==> src/rtl/debounce_bank.sv <==
// Bank of independent push-button debouncers with edge pulses and an optional auto-repeat.
// Optional feature: define DEBOUNCE_AUTOREPEAT_EN to build the per-channel auto-repeat counters.
module debounce_bank #(
  parameter int CHANNELS      = 4,
  parameter int STABLE_TICKS  = 4,
  parameter int REPEAT_DELAY  = 16,
  parameter int REPEAT_PERIOD = 8
) (
  input  logic                clk,
  input  logic                clearn,
  input  logic                tick,
  input  logic [CHANNELS-1:0] raw_in,
  output logic [CHANNELS-1:0] stable_out,
  output logic [CHANNELS-1:0] rise_pulse,
  output logic [CHANNELS-1:0] fall_pulse,
  output logic [CHANNELS-1:0] repeat_pulse,
  output logic                any_event
);

  localparam int CW = $clog2(STABLE_TICKS + 1);

  logic [CHANNELS-1:0] r_sync1;
  logic [CHANNELS-1:0] r_sync2;
  logic [CHANNELS-1:0] r_stable;
  logic [CHANNELS-1:0] r_rise;
  logic [CHANNELS-1:0] r_fall;
  logic [CW-1:0]       r_cnt [CHANNELS];
  logic [CHANNELS-1:0] w_toggle;
  logic [CHANNELS-1:0] w_stable_nxt;

  // NOTE: all sequential state uses non-blocking assignments so every flop samples pre-edge values.
  always_ff @(posedge clk or negedge clearn) begin
    if (!clearn) begin
      r_sync1 <= '0;
      r_sync2 <= '0;
    end else begin
      r_sync1 <= raw_in;
      r_sync2 <= r_sync1;
    end
  end

  // A channel toggles on the tick that completes STABLE_TICKS consecutive differing samples.
  always_comb begin
    w_toggle = '0;
    for (int i = 0; i < CHANNELS; i++) begin
      w_toggle[i] = tick && (r_sync2[i] != r_stable[i]) && (r_cnt[i] == CW'(STABLE_TICKS - 1));
    end
    w_stable_nxt = r_stable ^ w_toggle;
  end

  // NOTE: the counter array is only CHANNELS small registers, so it is reset like any other state.
  always_ff @(posedge clk or negedge clearn) begin
    if (!clearn) begin
      r_stable <= '0;
      r_rise   <= '0;
      r_fall   <= '0;
      for (int i = 0; i < CHANNELS; i++) begin
        r_cnt[i] <= '0;
      end
    end else begin
      r_rise <= w_toggle & ~r_stable;
      r_fall <= w_toggle & r_stable;
      for (int i = 0; i < CHANNELS; i++) begin
        if (tick) begin
          if (r_sync2[i] == r_stable[i]) begin
            r_cnt[i] <= '0;
          end else if (w_toggle[i]) begin
            r_cnt[i]    <= '0;
            r_stable[i] <= ~r_stable[i];
          end else begin
            r_cnt[i] <= r_cnt[i] + CW'(1);
          end
        end
      end
    end
  end

`ifdef DEBOUNCE_AUTOREPEAT_EN
  localparam int RW = $clog2(REPEAT_DELAY + 1);

  logic [RW-1:0]       r_rpt_cnt [CHANNELS];
  logic [CHANNELS-1:0] r_repeat;

  // After the first pulse the counter restarts part-way so later pulses come every REPEAT_PERIOD ticks.
  always_ff @(posedge clk or negedge clearn) begin
    if (!clearn) begin
      r_repeat <= '0;
      for (int i = 0; i < CHANNELS; i++) begin
        r_rpt_cnt[i] <= '0;
      end
    end else begin
      for (int i = 0; i < CHANNELS; i++) begin
        if (!w_stable_nxt[i]) begin
          r_rpt_cnt[i] <= '0;
          r_repeat[i]  <= 1'b0;
        end else if (tick && r_stable[i]) begin
          if (r_rpt_cnt[i] == RW'(REPEAT_DELAY - 1)) begin
            r_rpt_cnt[i] <= RW'(REPEAT_DELAY - REPEAT_PERIOD);
            r_repeat[i]  <= 1'b1;
          end else begin
            r_rpt_cnt[i] <= r_rpt_cnt[i] + RW'(1);
            r_repeat[i]  <= 1'b0;
          end
        end else begin
          r_repeat[i] <= 1'b0;
        end
      end
    end
  end

  assign repeat_pulse = r_repeat;
`else
  localparam int unused_rpt_cfg = REPEAT_DELAY + REPEAT_PERIOD;

  assign repeat_pulse = '0;
`endif

  assign stable_out = r_stable;
  assign rise_pulse = r_rise;
  assign fall_pulse = r_fall;
  assign any_event  = |(r_rise | r_fall | repeat_pulse);

endmodule

==> config.mk <==
export PLATFORM = sky130hd
export DESIGN_NAME = debounce_bank
export DESIGN_NICKNAME = d
export VERILOG_FILES = /design/src/rtl/debounce_bank.sv
export SDC_FILE = /design/constraint.sdc
export NUM_CORES = 1
export LEC_CHECK = 0
export CORE_UTILIZATION = 55
export CTS_CLUSTER_DIAMETER = 200
export CTS_CLUSTER_SIZE = 12
export DETAILED_ROUTE_END_ITERATION = 8
export GPL_TIMING_DRIVEN = 0
export HOLD_SLACK_MARGIN = 0.03
export PLACE_DENSITY = 0.83
export REMOVE_ABC_BUFFERS = 1
export SYNTH_ARGS = -nofsm -noshare
export SYNTH_HDL_FRONTEND = slang
export SYNTH_SLANG_ARGS = --single-unit
export TNS_END_PERCENT = 10
==> constraint.sdc <==
create_clock -name clk -period 2 [get_ports clk]
set_input_delay 0.4 -clock clk [delete_from_list [all_inputs] [get_ports clk]]
set_output_delay 0.4 -clock clk [all_outputs]
set_load 0.05 [all_outputs]
==> results_dict.tcl <==
set metrics [dict create \
    drc_errors 0 \
    num_vias 847 \
    grt_usage_pct 19.34 \
    ys_seq_area_share_pct 59.15 \
    drt-initial-drc-count 3 \
    worstPathArrival_ps 1590 \
    hpwl_um 1471 \
    vdd_ir_drop_max_mv 1.233 \
    root_buffer "clkbuf_4" \
    critPathKind "reg -> out" \
    ant_nets 0 \
    yosysTopAreaCell "dfrtp_1" \
    mostFrequentLayoutCell "dfrtp_1" \
    core_um2 2276 \
    finalSetupTns_ps 0 \
    areaGrowthSynthToFinish_pct 19.59 \
    max_freq_mhz 502.8 \
    layout-drive-gt1-share_pct 12.31 \
    dieArea_um2 2664 \
    place_congestion 0.7220 \
    wl_per_cell_um 13.05 \
    clock_latency_ps 330 \
    clock_sinks 32 \
    first_pass_iters 4 \
    layout_common_cells "dfrtp_1, clkdlybuf4s50_1, nand2b_1" \
    portBuffers 19 \
    syn-cell-area_um2 1354 \
    synth_cell_types 20 \
    crit_required_ps 1600 \
    worstReg2RegStart "r_cnt[3]" \
    grt_max_degree 33 \
    dieHeight_um 51.62 \
    ff2ff_path_depth 3 \
    start_util_pct 59.48 \
    tritoncts "done" \
    drt-total-wl_um 2062 \
    cts_made_buffers 5 \
    yosys_warnings 0 \
    synth_top_area_share_pct 59.15 \
    rsz0062_at_grt "true" \
    p_per_area_nw_per_um2 1370 \
    slew_headroom_pct 47.87 \
    critPathMaxFanout 2 \
    worst_slew_pin_slew_ps 779.5 \
    clock_path_buffers 2 \
    cts_resized 2 \
    setup_viol 0 \
    ios 24 \
    p_leak_nw 0.7561 \
    synth_cells 106 \
    dp_slack_ps -80.01 \
    fin_crit_sh_pct 99.43 \
    grt_pass1_wl_um 3594 \
    rows 17 \
    viasPerCell 5.361 \
    ctsHoldBuffers 0 \
    final_hold_viol_count 0 \
    antenna_found_initial 0 \
    num-fill-cells 175 \
    dieWidth_um 51.62 \
    final.setup.worst_slack_ps 11.33 \
    rrSetupSlack_ps 750 \
    synth.avg_cell_area_um2 12.77 \
    clock_skew_ps 8.911 \
    hold_class "in -> async" \
    r2r-end "stable_out[2]" \
    max_cap_viol_count 0 \
    cts.clk_slew.worst_paths_ps 100 \
    overflow 0 \
    synthTopCellsByArea "dfrtp_1, nand2b_1, nor3b_1, ha_1, mux2_2" \
    htreeDepth 2 \
    grt_pass1_vias 842 \
    postCtsSetupBuffers 0 \
    cp-start-kind "register" \
    drv_slew 0 \
    nets 140 \
    final.min_clock_period_ps 1989 \
    ys_ff_latch 32 \
    diodes 0 \
    cp-end-kind "output pin" \
    status "completed" \
]
==> metrics by stage <==
stage / total power (W) / utilization (%) / hold WS [ps] / std cells / area, um^2
after floorplan: 0.001532 / - / 104.4 / 103 / 1304
after global placement: 0.001711 / 67.18 / 332.9 / 150 / 1529
after detailed placement: 0.001765 / 67.18 / 336.4 / 150 / 1529
after CTS: 0.002249 / 70.92 / 360.4 / 158 / 1614
after global routing: 0.002367 / 71.14 / 145.5 / 158 / 1619
final: 0.002218 / 71.14 / 92.21 / 158 / 1619
==> worst max-delay path: stages, from the launching register on <==
cell	delay, ps
dfrtp_1	410
nor4_2	350
nand2_1	80
dlygate4sd2_1	420
==> synth_stat cells <==
library cell	count
conb_1	1
o22ai_1	4
buf_12	1
nand2_1	5
xnor2_1	4
o31ai_1	4
buf_4	4
o32ai_1	2
o32ai_2	2
nand3b_1	4
buf_6	1
or2b_1	1
dfrtp_1	32
nor3b_1	8
nor2b_1	4
nand2b_1	11
mux2_2	4
inv_1	8
nor4_1	2
ha_1	4
==> sequential cells by signal (all words and copies together) (netlist names) <==
register    cells
r_cnt          12
fall_pulse      4
r_sync1         4
r_sync2         4
rise_pulse      4
stable_out      4
==> layer usage <==
metal	track usage [%]	wire, um	part of all wire [%]
met3	5.263	81	3.9
met5	0	0	0
met1	23.38	896	43
met2	31.82	1046	51
met4	9.459	38	1.8
==> kinds of logic after synthesis <==
| group | count (synthesis) | share of synthesized area (%) |
|---|---|---|
| multiplexers | 4 | 3.327 |
| flip-flops | 32 | 59.15 |
| XOR/XNOR | 4 | 2.588 |
| buffers and inverters | 14 | 6.747 |
| other | 1 | 0.2770 |
| adder cells (fa/ha/maj) | 4 | 3.697 |
| AO/OA/AOI/OAI | 12 | 7.763 |
| AND/OR/NAND/NOR | 35 | 16.45 |
==> area by class of cell <==
type                            instances  area [um^2]  area share [%]
Timing Repair Buffer                   19        193.9           11.98
Sequential cell                        32        800.8           49.46
Clock buffer                            5        37.54           2.318
Multi-Input combinational cell         63        479.2           29.60
Tap cell                               28        35.03           2.164
Clock inverter                          3        42.54           2.628
Inverter                                8        30.03           1.855
==> worst max-delay path by stage <==
stage | startpoint | to | slack, ps | cells after the start
global placement | tick | stable_out[0] | -60 | 3
global route | fall_pulse[0] | any_event | -50 | 3
finish | fall_pulse[0] | any_event | 10 | 3
floorplan | fall_pulse[0] | any_event | 410 | 2
detailed placement | tick | stable_out[0] | -80 | 3
CTS | stable_out[1] | stable_out[1] | 5 | 1
==> power breakdown <==
group / internal [W] / switching (W) / total, W / leakage, nW
registers: 0.000821 / 0.000153 / 0.000974 / 0.414
clock network: 0.000261 / 0.000215 / 0.000475 / 0.0412
logic: 0.000332 / 0.000436 / 0.000768 / 0.300
No activity file was read; power rests on OpenSTA's default activity.
